$ cat src/rtl/pulse_gen.sv
// pulse_gen: delayed pulse generator fed by the lut output.
// Each accepted input edge is queued with a due timestamp D = max(DELAY,3)
// ticks in the future. When the queue head falls due it is popped and either
// starts a WIDTH-tick pulse (WIDTH>0, rising edges only) or replays the
// recorded input level (WIDTH=0, delay-line mode).
// Ports:
//   clk_i, reset_i          clock, synchronous active-high reset
//   enable_i                1 = accept edges, 0 = flush and idle
//   inp_i                   input bit
//   DELAY / DELAY_WSTB      delay in ticks and its write strobe
//   WIDTH / WIDTH_WSTB      pulse width (0 = delay line) and its write strobe
//   out_o                   delayed pulse / delayed waveform
//   perr_o                  one-tick strobe for a dropped edge
//   missed_cnt_o            saturating count of dropped edges
//   queued_o                queue occupancy after this tick's push/pop
module pulse_gen #(
    parameter int unsigned QUEUE_DEPTH = 16,
    parameter int unsigned TS_W        = 32
) (
    input  logic                           clk_i,
    input  logic                           reset_i,
    input  logic                           enable_i,
    input  logic                           inp_i,
    input  logic [31:0]                    DELAY,
    input  logic                           DELAY_WSTB,
    input  logic [31:0]                    WIDTH,
    input  logic                           WIDTH_WSTB,
    output logic                           out_o,
    output logic                           perr_o,
    output logic [31:0]                    missed_cnt_o,
    output logic [$clog2(QUEUE_DEPTH):0]   queued_o
);

    localparam int unsigned AW    = $clog2(QUEUE_DEPTH);
    localparam int unsigned CW    = AW + 1;
    localparam int unsigned CMP_W = ((TS_W > 32) ? TS_W : 32) + 1;

    // Edge queue storage
    logic [TS_W-1:0] r_due_mem [QUEUE_DEPTH];
    logic            r_lvl_mem [QUEUE_DEPTH];

    logic [TS_W-1:0] r_ts;
    logic            r_prev;
    logic [AW-1:0]   r_wr;
    logic [AW-1:0]   r_rd;
    logic [CW-1:0]   r_count;
    logic            r_out;
    logic [31:0]     r_cnt;
    logic            r_perr;
    logic [31:0]     r_missed;
    logic [TS_W-1:0] r_last_ts;
    logic            r_have_last;

    logic            w_flush;
    logic            w_edge;
    logic            w_rise;
    logic            w_wmode0;
    logic [31:0]     w_d_eff;
    logic [TS_W-1:0] w_due;
    logic            w_pop;
    logic            w_cand;
    logic            w_overlap;
    logic            w_full;
    logic            w_push;
    logic            w_drop;
    logic [CMP_W-1:0] w_age;
    logic [CMP_W-1:0] w_lim;

    // Edge classification, overlap/full checks and push/pop decisions
    always_comb begin
        w_flush   = DELAY_WSTB | WIDTH_WSTB | ~enable_i;
        w_edge    = inp_i ^ r_prev;
        w_rise    = inp_i & ~r_prev;
        w_wmode0  = (WIDTH == 32'd0);
        w_d_eff   = (DELAY < 32'd3) ? 32'd3 : DELAY;
        w_due     = r_ts + TS_W'(w_d_eff);
        w_age     = CMP_W'(r_ts - r_last_ts);
        w_lim     = CMP_W'(WIDTH) + CMP_W'(1);
        w_pop     = ~w_flush && (r_count != CW'(0)) && (r_due_mem[r_rd] == r_ts);
        w_cand    = ~w_flush && (w_wmode0 ? w_edge : w_rise);
        w_overlap = ~w_wmode0 && r_have_last && (w_age < w_lim);
        // A pop in the same tick frees the slot before the push lands
        w_full    = (r_count == CW'(QUEUE_DEPTH)) && ~w_pop;
        w_push    = w_cand && ~w_overlap && ~w_full;
        w_drop    = w_cand && (w_overlap || w_full);
    end

    // Queue payload writes (no reset needed; validity tracked by r_count)
    always_ff @(posedge clk_i) begin
        if (w_push) begin
            r_due_mem[r_wr] <= w_due;
            r_lvl_mem[r_wr] <= inp_i;
        end
    end

    // Control state, pointers and output shaping
    always_ff @(posedge clk_i) begin
        if (reset_i) begin
            r_ts        <= '0;
            r_prev      <= 1'b0;
            r_wr        <= '0;
            r_rd        <= '0;
            r_count     <= '0;
            r_out       <= 1'b0;
            r_cnt       <= '0;
            r_perr      <= 1'b0;
            r_missed    <= '0;
            r_last_ts   <= '0;
            r_have_last <= 1'b0;
        end else begin
            r_ts   <= r_ts + TS_W'(1);
            r_prev <= inp_i;
            r_perr <= w_drop;
            if (w_drop && (r_missed != 32'hFFFF_FFFF)) begin
                r_missed <= r_missed + 32'd1;
            end
            if (w_flush) begin
                r_wr        <= '0;
                r_rd        <= '0;
                r_count     <= '0;
                r_out       <= 1'b0;
                r_cnt       <= '0;
                r_have_last <= 1'b0;
            end else begin
                if (w_push) begin
                    r_wr <= r_wr + AW'(1);
                    if (~w_wmode0) begin
                        r_last_ts   <= r_ts;
                        r_have_last <= 1'b1;
                    end
                end
                if (w_pop) begin
                    r_rd <= r_rd + AW'(1);
                end
                r_count <= r_count + CW'(w_push) - CW'(w_pop);
                if (w_pop) begin
                    if (w_wmode0) begin
                        r_out <= r_lvl_mem[r_rd];
                    end else begin
                        r_out <= 1'b1;
                        r_cnt <= WIDTH - 32'd1;
                    end
                end else if (~w_wmode0) begin
                    // Hold for WIDTH ticks total including the pop tick
                    if (r_cnt != 32'd0) begin
                        r_cnt <= r_cnt - 32'd1;
                    end else begin
                        r_out <= 1'b0;
                    end
                end
            end
        end
    end

    assign out_o        = r_out;
    assign perr_o       = r_perr;
    assign missed_cnt_o = r_missed;
    assign queued_o     = r_count;

endmodule

$ cat config.mk
export PLATFORM = sky130hd
export DESIGN_NAME = pulse_gen
export DESIGN_NICKNAME = d
export VERILOG_FILES = /design/src/rtl/pulse_gen.sv
export SDC_FILE = /design/constraint.sdc
export NUM_CORES = 1
export LEC_CHECK = 0
export BUFFER_PORTS_ARGS = -buffer_cell sky130_fd_sc_hd__buf_2
export CORE_ASPECT_RATIO = 2
export CORE_MARGIN = 2
export CORE_UTILIZATION = 55
export DETAILED_ROUTE_END_ITERATION = 12
export HOLD_SLACK_MARGIN = 0.02
export PLACE_DENSITY = 0.75
export SYNTH_ARGS = -nofsm -noshare
export SYNTH_HDL_FRONTEND = slang
export SYNTH_SLANG_ARGS = --single-unit
$ cat constraint.sdc
create_clock -name clk_i -period 16.9 [get_ports clk_i]
set_input_delay 1.69 -clock clk_i [delete_from_list [all_inputs] [get_ports clk_i]]
set_output_delay 1.69 -clock clk_i [all_outputs]
set_load 0.02 [all_outputs]
Yosys cells after proc, flatten, opt, wreduce, memory -nomap -nowiden
Memories as Yosys holds them, arrays and structs flattened. A register that Yosys moved wholly into a read port is not among the register bits.
Cells that the tools add are included.
Widths: inputs -> output; s select.
- input port bits: 70
- output and inout port bits: 39
- memories: 2
- flip-flop bits (word level): 145
- logic and storage cells: 78
- memory bits (writable): 528
- memory list (memory ; words ; bits a word ; rd ports ; clocked after Yosys merged registers in ; wr ports ; line ; source):
    r_due_mem ; 16 ; 32 ; 1 ; 1 ; 1 ; 39 ; logic [TS_W-1:0] r_due_mem [QUEUE_DEPTH];
    r_lvl_mem ; 16 ; 1 ; 1 ; 1 ; 1 ; 40 ; logic r_lvl_mem [QUEUE_DEPTH];
- mux-type cells: 16
- equality and inequality tests: 5
- bitwise operators: 11
- add/sub/neg operators: 11
- $lt $le $gt $ge: 2
- reduce and logical (&&, ||, !) cells: 20
- operator list (cell ; number):
    $mux 32 ; 5
    $add 32x1->32 const B ; 2
    $sub 32x1->32 const B ; 2
    $add 32x1->33 const B ; 1
    $lt 33x33->1 ; 1
    $sub 32x32->33 ; 1
    $add 32x32->32 ; 1
    $eq 32x32->1 ; 1
    $logic_not 32->1 ; 1
    $lt 32x2->1 const B ; 1
    $ne 32x32->1 const B ; 1
    $reduce_bool 32->1 ; 1
    $mux 4 ; 4
    $logic_and 1x1->1 ; 10
    $add 4x1->4 const B ; 2
    $mux 1 ; 7
    $not 1->1 ; 7
    $reduce_and 2->1 ; 3
    $add 5x1->5 ; 1
    $eq 5x5->1 const B ; 1
    $reduce_bool 5->1 ; 1
    $sub 5x1->5 ; 1
    $reduce_and 3->1 ; 1
    $ne 2x1->1 const B ; 1
    other kinds (7) ; 8

Depth between registers and ports, before layout
Gate-level depths: netlist (run 1).
- depth in word-level cells: 11
- gate-level depth with buffers: 30
- mapped depth without buffers: 30

Worst setup path after synthesis (run 1)
No wires, ideal clock.
- path kind: input to register
- start point: in WIDTH[2]
- end point: mem r_due_mem[3][0] (enable)
- stages on the path: 19
- path slack: 9.319 ns
- buffers on the path: 1
- data required time: 16.436 ns
- data arrival time: 7.117 ns
- library setup time: 0.464 ns
- cell sequence: clkbuf_1 > and3_1 > and3_1 > nand2_1 > nor2_1 > nand2_1 > nor2_1 > nand3_1 > xor2_1 > ha_1 > nand2_1 > nor3_1 > o21ai_0 > o221a_2 > o211ai_1 > nand2b_1 > a21oi_2 > nand2_1 > nor3_1
- cells in the longest elaborated chain, start to end: 9
- elaborated cells between the ends (all ways): 13
- RTL lines (item ; line ; source):
    start, declared ; 26 ; input logic [31:0] WIDTH,
    branches (longest 5 deep; another with $add 32x1->33) ; - ;
    $logic_and 1x1->1 (*) (2 in series) ; 84 ; w_push = w_cand && ~w_overlap && ~w_full;
    $mux 1 (*) ; 90 ; if (w_push) begin
    $mux 1 (not written as such) (*) ; 91 ; r_due_mem[r_wr] <= w_due;
    end, declared ; 39 ;
Mark *: on every way between the ends.

==> results of run 1 <==
==> path summary, 6_finish.rpt <==
kind / endpoint / slack, ps / depth (start not counted)
worst max register to register: r_cnt[30] / 9370 / 21
worst min-delay path: r_have_last / 460 / 2
worst min register to register: r_have_last / 460 / 2
worst max-delay path: r_cnt[30] / 9370 / 21
==> stage by stage <==
step	util (%)	instance area (um2)
final	60.3	36600
after global routing	60.3	36600
after CTS	60.3	36600
after detailed placement	57.3	34800
after global placement	57.3	34800
after floorplan	-	33600
==> routing by layer <==
| metal | part of all wire (%) | global-route usage, % | vias to the layer above |
|---|---|---|---|
| met3 | 5.7 | 4.15 | 316 |
| met2 | 51 | 53.6 | 1013 |
| li1 | - | - | 10394 |
| met4 | 8.0 | 20.8 | 4 |
| met5 | 0.033 | 0 | - |
| met1 | 35 | 33.0 | 11520 |
==> sequential cells by signal, indices dropped and copies added (netlist names), named ones only <==
signal        count
out_o             1
r_prev            1
r_rd              4
missed_cnt_o     32
r_have_last       1
r_cnt            32
r_due_mem       512
r_ts             32
r_last_ts        32
r_lvl_mem        16
r_wr              4
perr_o            1
queued_o          5
==> layout make-up <==
type,count,share of cell area [%]
Antenna cell,1,0.00684
Clock buffer,66,4.11
Clock inverter,34,0.752
Inverter,74,0.759
Multi-Input combinational cell,1797,37.6
Sequential cell,677,51.5
Tap cell,780,2.67
Timing Repair Buffer,161,2.57
==> layout by cell type, fill, tap and decap left out, types with 30 or more instances in the layout <==
| cell | instances |
|---|---|
| edfxtp_1 | 528 |
| nor2_1 | 215 |
| mux2i_1 | 156 |
| dfxtp_1 | 145 |
| nand2_1 | 127 |
| a21oi_1 | 121 |
| ha_1 | 111 |
| buf_2 | 107 |
| o21ai_0 | 100 |
| mux4_2 | 86 |
| xnor2_1 | 81 |
| inv_1 | 73 |
| nand3_1 | 72 |
| xor2_1 | 69 |
| nor3_1 | 68 |
| clkbuf_16 | 59 |
| buf_4 | 54 |
| or3_1 | 43 |
| nand4_1 | 40 |
| a21o_1 | 34 |
| nor4_1 | 31 |
| nor2b_1 | 30 |
| a22oi_1 | 30 |
==> worst max-delay path: cells and delay by family, from the launching register on <==
family | cells | cell delay [ps]
adders and majority gates | 1 | 410
AOI/OAI and AO/OA | 3 | 1380
and+or+nand+nor | 9 | 2020
buffers and inverters | 3 | 1230
xor gates and xnor gates | 1 | 230
DFF | 1 | 870
muxes | 4 | 1230
==> cells by family (layout without fill, tap and decap cells) <==
logic type,Yosys count,in the layout,share of synthesized area (%)
AO/OA/AOI/OAI,477,477,9.23
XOR/XNOR,150,150,3.91
adder cells (fa/ha/maj),114,114,4.32
buffers and inverters,235,335,3.27
flip-flops,677,677,56.1
multiplexers,264,264,11.2
other,0,1,0
AND/OR/NAND/NOR,792,792,12.0
==> power by group <==
part	switching, mW	internal, mW
Combinational	1.14	0.599
Clock	0.603	0.672
Sequential	0.0384	1.83
Total	1.78	3.10
==> results.sh, run 1 <==
export IMPL_buffer_ports_inserted=108
export IMPL_tightest_slew_ps=1420
export IMPL_p_per_area_nw_per_um2=133
export IMPL_initial_antenna_violation_count=3
export IMPL_fillerInstances=4739
export IMPL_synth_net_count=2893
export IMPL_status="completed"
export IMPL_syn_area_per_cell_um2=12.4
export IMPL_startpoint_type="flop"
export IMPL_critPathArrivalTime_ps=8040
export IMPL_p_leak_nw=12.7
export IMPL_wl_per_cell_um=26.7
export IMPL_drt_antenna_violating_nets=0
export IMPL_synthTopCellsByCount="edfxtp_1, nor2_1, mux2i_1"
export IMPL_global_route_overflow_total=0
export IMPL_cts_hold_fix_buffers=0
export IMPL_worst_clock_skew_ps=24.4
export IMPL_critical_path_max_stage_delay_ps=870
export IMPL_row_count=128
export IMPL_gpl_final_weighted_congestion=0.961
export IMPL_ys_flop_type="edfxtp_1"
export IMPL_hpwl_um=66300
export IMPL_grt_pass1_wl_um=141000
export IMPL_post_cts_buffers=0
export IMPL_vdd_ir_drop_worst_v=0.000233
export IMPL_worst_setup_path_type="flop to flop"
export IMPL_finalSetupViolations=0
export IMPL_max_cap_viol_count=0
export IMPL_avgViaCountPerCell=6.48
export IMPL_clkTransAtPathRegs_ps=70
export IMPL_overall_routed_net_length_um=95800
export IMPL_synthDominantAreaCellType="edfxtp_1"
export IMPL_ys_async_sr_fraction_pct=0
export IMPL_area_used_by_multi_input_combinational_logic_um2=13800
export IMPL_synth_seq_cells=677
export IMPL_hold_viol_final=0
export IMPL_slew_violations=0
export IMPL_hold_start="r_have_last"
export IMPL_synth_cell_types=80
export IMPL_share_of_layout_cells_above_drive_strength_1_pct=14.5
export IMPL_tritoncts_clock_tree="yes"
export IMPL_min_period_ps=7530
export IMPL_fp_dieArea_um2=63100
export IMPL_netlist_area_leader_share_pct=47.2
export IMPL_maximum_number_of_pins_on_one_net_before_global_route_repair=65
export IMPL_htree_levels=2
export IMPL_grt_use_total_pct=30.3
export IMPL_highest_fanout_seen_on_the_critical_path=40
export IMPL_drtIter0Drc=1969
export IMPL_synth_top_cells_by_area="edfxtp_1, dfxtp_1, mux4_2"
export IMPL_dieWidth_um=179
export IMPL_final_tns_setup_ps=0
export IMPL_rsz0062_at_grt="false"
export IMPL_end_kind="flop"
export IMPL_drt_drc=0
export IMPL_postSynthCellCount=2709
export IMPL_maximum_root_to_sink_buffer_count=3
export IMPL_cts_root_buf="clkbuf_16"
export IMPL_nets=2952
export IMPL_slowest_cp_cell="dfxtp_4"
export IMPL_report_power_total_mw=4.88
export IMPL_syn2layout_area_growth_pct=9.02
export IMPL_yosysWarnings=0
export IMPL_synth_most_common_cell="edfxtp_1"
export IMPL_clk_latency_worst_skew_pair_ps=630
export IMPL_design_portCount=109
export IMPL_hp_class="flop to flop"
export IMPL_tritoncts_num_buffers=57
export IMPL_crit_path_cell_trace="buf_4 -> mux4_2 -> mux2i_1 -> mux2i_1 -> xor2_1 -> a2111oi_2 -> o211ai_1 -> nand4b_1 -> buf_4 -> mux2i_1 -> ha_1 -> nand2b_1 -> nor4_1 -> buf_4 -> nand4_1 -> or2_2 -> or3_1 -> or2_2 -> and2_1 -> o211ai_1 -> nand3_1"
export IMPL_cp_required_ps=17400
export IMPL_synth_sequential_area_ratio_pct=56.1
export IMPL_cts_sink_count=677
export IMPL_sequential_cell_area_um2=18900
export IMPL_post_synth_edffs=528
export IMPL_dr_total_vias=23247
export IMPL_holdWs_ps=457
export IMPL_pre_cts_slack_ps=9350
export IMPL_post_layout_nonfiller_instances=3590
export IMPL_place_detailed_instances=3487
export IMPL_synthesis_area_um2=33600
export IMPL_max_clock_freq_ghz=0.133
export IMPL_setup_ws_ps=9370
export IMPL_ctsResizeCount=0
export IMPL_core_um2=60700
export IMPL_period_share_pct=44.6
export IMPL_initial_core_util_pct=55.3
export IMPL_die_height_um=353
export IMPL_first_global_vias=23410
export IMPL_dr_pass1_iters=8
export IMPL_maxSlewHeadroom_pct=4.97
(Power assumes the default switching activity.)
==> run 2, diff against run 1 <==
--- a/config.mk
+++ b/config.mk
@@ -5,6 +5,7 @@
 export SDC_FILE = /design/constraint.sdc
 export NUM_CORES = 1
 export LEC_CHECK = 0
+export ABC_AREA = 1
 export BUFFER_PORTS_ARGS = -buffer_cell sky130_fd_sc_hd__buf_2
 export CORE_ASPECT_RATIO = 2
 export CORE_MARGIN = 2
==> constraint.sdc (replaced) <==
create_clock -name clk_i -period 7.9 [get_ports clk_i]
set_input_delay 0.79 -clock clk_i [delete_from_list [all_inputs] [get_ports clk_i]]
set_output_delay 0.79 -clock clk_i [all_outputs]
set_load 0.02 [all_outputs]
==> results.sh, run 2 <==
export IMPL_status="completed"
export IMPL_maximum_root_to_sink_buffer_count=3
export IMPL_tritoncts_clock_tree="yes"
export IMPL_slew_violations=0
export IMPL_slowest_cp_cell="nor2_4"
export IMPL_hold_viol_final=0
export IMPL_synth_cell_types=53
export IMPL_period_share_pct=84.7
export IMPL_overall_routed_net_length_um=103000
export IMPL_clk_latency_worst_skew_pair_ps=630
export IMPL_timing_reg2reg_worst_path_depth=32
export IMPL_layout_commonest_cell="nand2_1"
export IMPL_cts_hold_fix_buffers=0
export IMPL_synth_net_count=4263
export IMPL_first_global_vias=28079
export IMPL_min_period_ps=6690
export IMPL_syn_area_per_cell_um2=8.63
export IMPL_synthDominantAreaCellType="edfxtp_1"
export IMPL_drtIter0Drc=2496
export IMPL_worst_r2r_startpoint="r_ts[0]"
export IMPL_post_synth_edffs=528
export IMPL_mostFrequentLayoutCells="nand2_1, edfxtp_1, inv_1"
export IMPL_holdWs_ps=462
export IMPL_startpoint_type="flop"
export IMPL_max_clock_freq_ghz=0.149
export IMPL_synth_seq_cells=677
export IMPL_ctsResizeCount=0
export IMPL_initial_antenna_violation_count=12
export IMPL_grt_pass1_wl_um=155000
export IMPL_netlist_area_leader_share_pct=45.0
export IMPL_critical_path_max_stage_delay_ps=650
export IMPL_row_count=131
export IMPL_synthTopCellsByCount="nand2_1, edfxtp_1, inv_1"
export IMPL_design_portCount=109
export IMPL_rr_endpoint="r_due_mem[2][10]"
export IMPL_fillerInstances=5471
export IMPL_dieWidth_um=183
export IMPL_cp_required_ps=8220
export IMPL_worst_clock_skew_ps=22.8
export IMPL_wl_per_cell_um=20.7
export IMPL_initial_core_util_pct=55.4
export IMPL_timing_reg2reg_setup_slack_ps=1210
export IMPL_sequential_cell_area_um2=18800
export IMPL_synth_sequential_area_ratio_pct=53.5
export IMPL_grt_use_total_pct=30.9
export IMPL_htree_levels=2
export IMPL_yosysWarnings=0
export IMPL_clkTransAtPathRegs_ps=70
export IMPL_critical_path_top_delay_family="simple AND/OR/NAND/NOR gates"
export IMPL_end_kind="flop"
export IMPL_global_route_overflow_total=0
export IMPL_hold_start="r_last_ts[15]"
export IMPL_post_cts_buffers=0
export IMPL_drt_drc=0
export IMPL_postSynthCellCount=4079
export IMPL_syn2layout_area_growth_pct=8.95
export IMPL_max_cap_viol_count=0
export IMPL_buffer_ports_inserted=108
export IMPL_setup_ws_ps=1210
export IMPL_share_of_layout_cells_above_drive_strength_1_pct=7.37
export IMPL_worstPathBufferInverterCount=5
export IMPL_tightest_slew_ps=1390
export IMPL_nets=4307
export IMPL_highest_fanout_seen_on_the_critical_path=18
export IMPL_dr_total_vias=28617
export IMPL_core_um2=63600
export IMPL_p_per_area_nw_per_um2=282
export IMPL_ys_flop_type="edfxtp_1"
export IMPL_worst_setup_path_type="flop to flop"
export IMPL_rsz0062_at_grt="false"
export IMPL_synth_top_cells_by_area="edfxtp_1, nand2_1, dfxtp_1"
export IMPL_maxSlewHeadroom_pct=6.70
export IMPL_final_tns_setup_ps=0
export IMPL_top_register="r_due_mem"
export IMPL_pre_cts_slack_ps=727
export IMPL_fp_dieArea_um2=66200
export IMPL_vdd_ir_drop_worst_v=0.000677
export IMPL_die_height_um=362
export IMPL_hp_class="flop to flop"
export IMPL_maximum_number_of_pins_on_one_net_before_global_route_repair=164
export IMPL_cp_common_cell="nand2_1"
export IMPL_hpwl_um=72500
export IMPL_cts_root_buf="clkbuf_16"
export IMPL_critPathArrivalTime_ps=7010
export IMPL_area_used_by_multi_input_combinational_logic_um2=13800
export IMPL_drt_antenna_violating_nets=0
export IMPL_synth_most_common_cell="nand2_1"
export IMPL_avgViaCountPerCell=5.75
export IMPL_tritoncts_num_buffers=55
export IMPL_finalSetupViolations=0
export IMPL_worstHoldPathCells=2
export IMPL_gpl_final_weighted_congestion=1.09
export IMPL_dr_pass1_iters=6
export IMPL_largest_register_ffs=512
export IMPL_ys_async_sr_fraction_pct=0
export IMPL_cts_sink_count=677
export IMPL_synthesis_area_um2=35200
export IMPL_holdPathEnd="r_last_ts[15]"
export IMPL_p_leak_nw=16.4
==> run 2: cell count changes after synthesis, sizes merged, moves of 40 or more <==
| cell | before | now |
|---|---|---|
| nand2 | 127 | 1111 |
| inv | 74 | 469 |
| nand3 | 72 | 405 |
| mux2i | 156 | 0 |
| nor2 | 227 | 377 |
| mux4 | 86 | 0 |
| a21oi | 123 | 205 |
| o21ai | 108 | 187 |
| xnor2 | 81 | 19 |
| or3 | 43 | 0 |
| buf | 68 | 108 |
==> run 2: how the worst max path moves through the flow <==
stage                         from          endpoint  slack [ps]  cells past startpoint
after floorplan           WIDTH[0]  r_due_mem[11][0]        1820                     25
after global placement    DELAY[7]  r_due_mem[9][25]         960                     19
after detailed placement  DELAY[7]  r_due_mem[4][25]         730                     19
after CTS                  r_ts[0]  r_due_mem[2][10]        1240                     32
after global routing       r_ts[0]  r_due_mem[2][30]         580                     33
final                      r_ts[0]  r_due_mem[2][10]        1210                     32
==> run 2: through the flow <==
stage	instance area [um2]	power, mW	utilization [%]	cells
3_5_place_dp	36500	7.90	57.3	4864
5_1_grt	38300	11.4	60.3	4970
3_3_place_gp	36500	7.88	57.3	4864
4_1_cts	38300	10.7	60.3	4965
2_1_floorplan	35200	6.76	-	4079
6_report	38400	10.8	60.3	4973
==> run 2: layout make-up <==
class                      instances  area share (%)
sequential                       677            49.1
multi-input combinational       2749            35.9
inverter                         470            4.62
clock buffer                      63            3.67
timing repair buffer             170            2.85
tap                              798            2.60
clock inverter                    38            1.20
antenna                            8          0.0522
==> run 2: cell families after synthesis <==
family,count (synthesis),synth area share [%]
and+or+nand+nor,2039,24.2
DFF,677,53.5
buffers and inverters,653,7.86
AOI/OAI and AO/OA,485,7.52
adders and majority gates,114,4.12
xor gates and xnor gates,111,2.76
==> run 2: power by group <==
group	switching, mW	total (mW)	internal (mW)
registers	0.0274	3.96	3.94
logic	2.86	3.98	1.12
clock network	1.32	2.87	1.56
total	4.20	10.8	6.61
==> run 2: worst reg2reg max path, delay by kind of cell (launching register included) <==
kind            cells  cell delay (ps)
fa+ha+maj           3              740
xor+xnor            1               80
buf+inv             5              760
simple gates       15             2290
flops               1              420
compound gates      8             2070
==> run 2: routing by layer <==
metal	wire [um]	up-vias	global-route usage (%)
li1	-	13625	-
met4	9160	6	24.6
met2	53400	1235	56.5
met1	34200	13354	31.7
met3	6300	397	3.59
met5	34	-	0
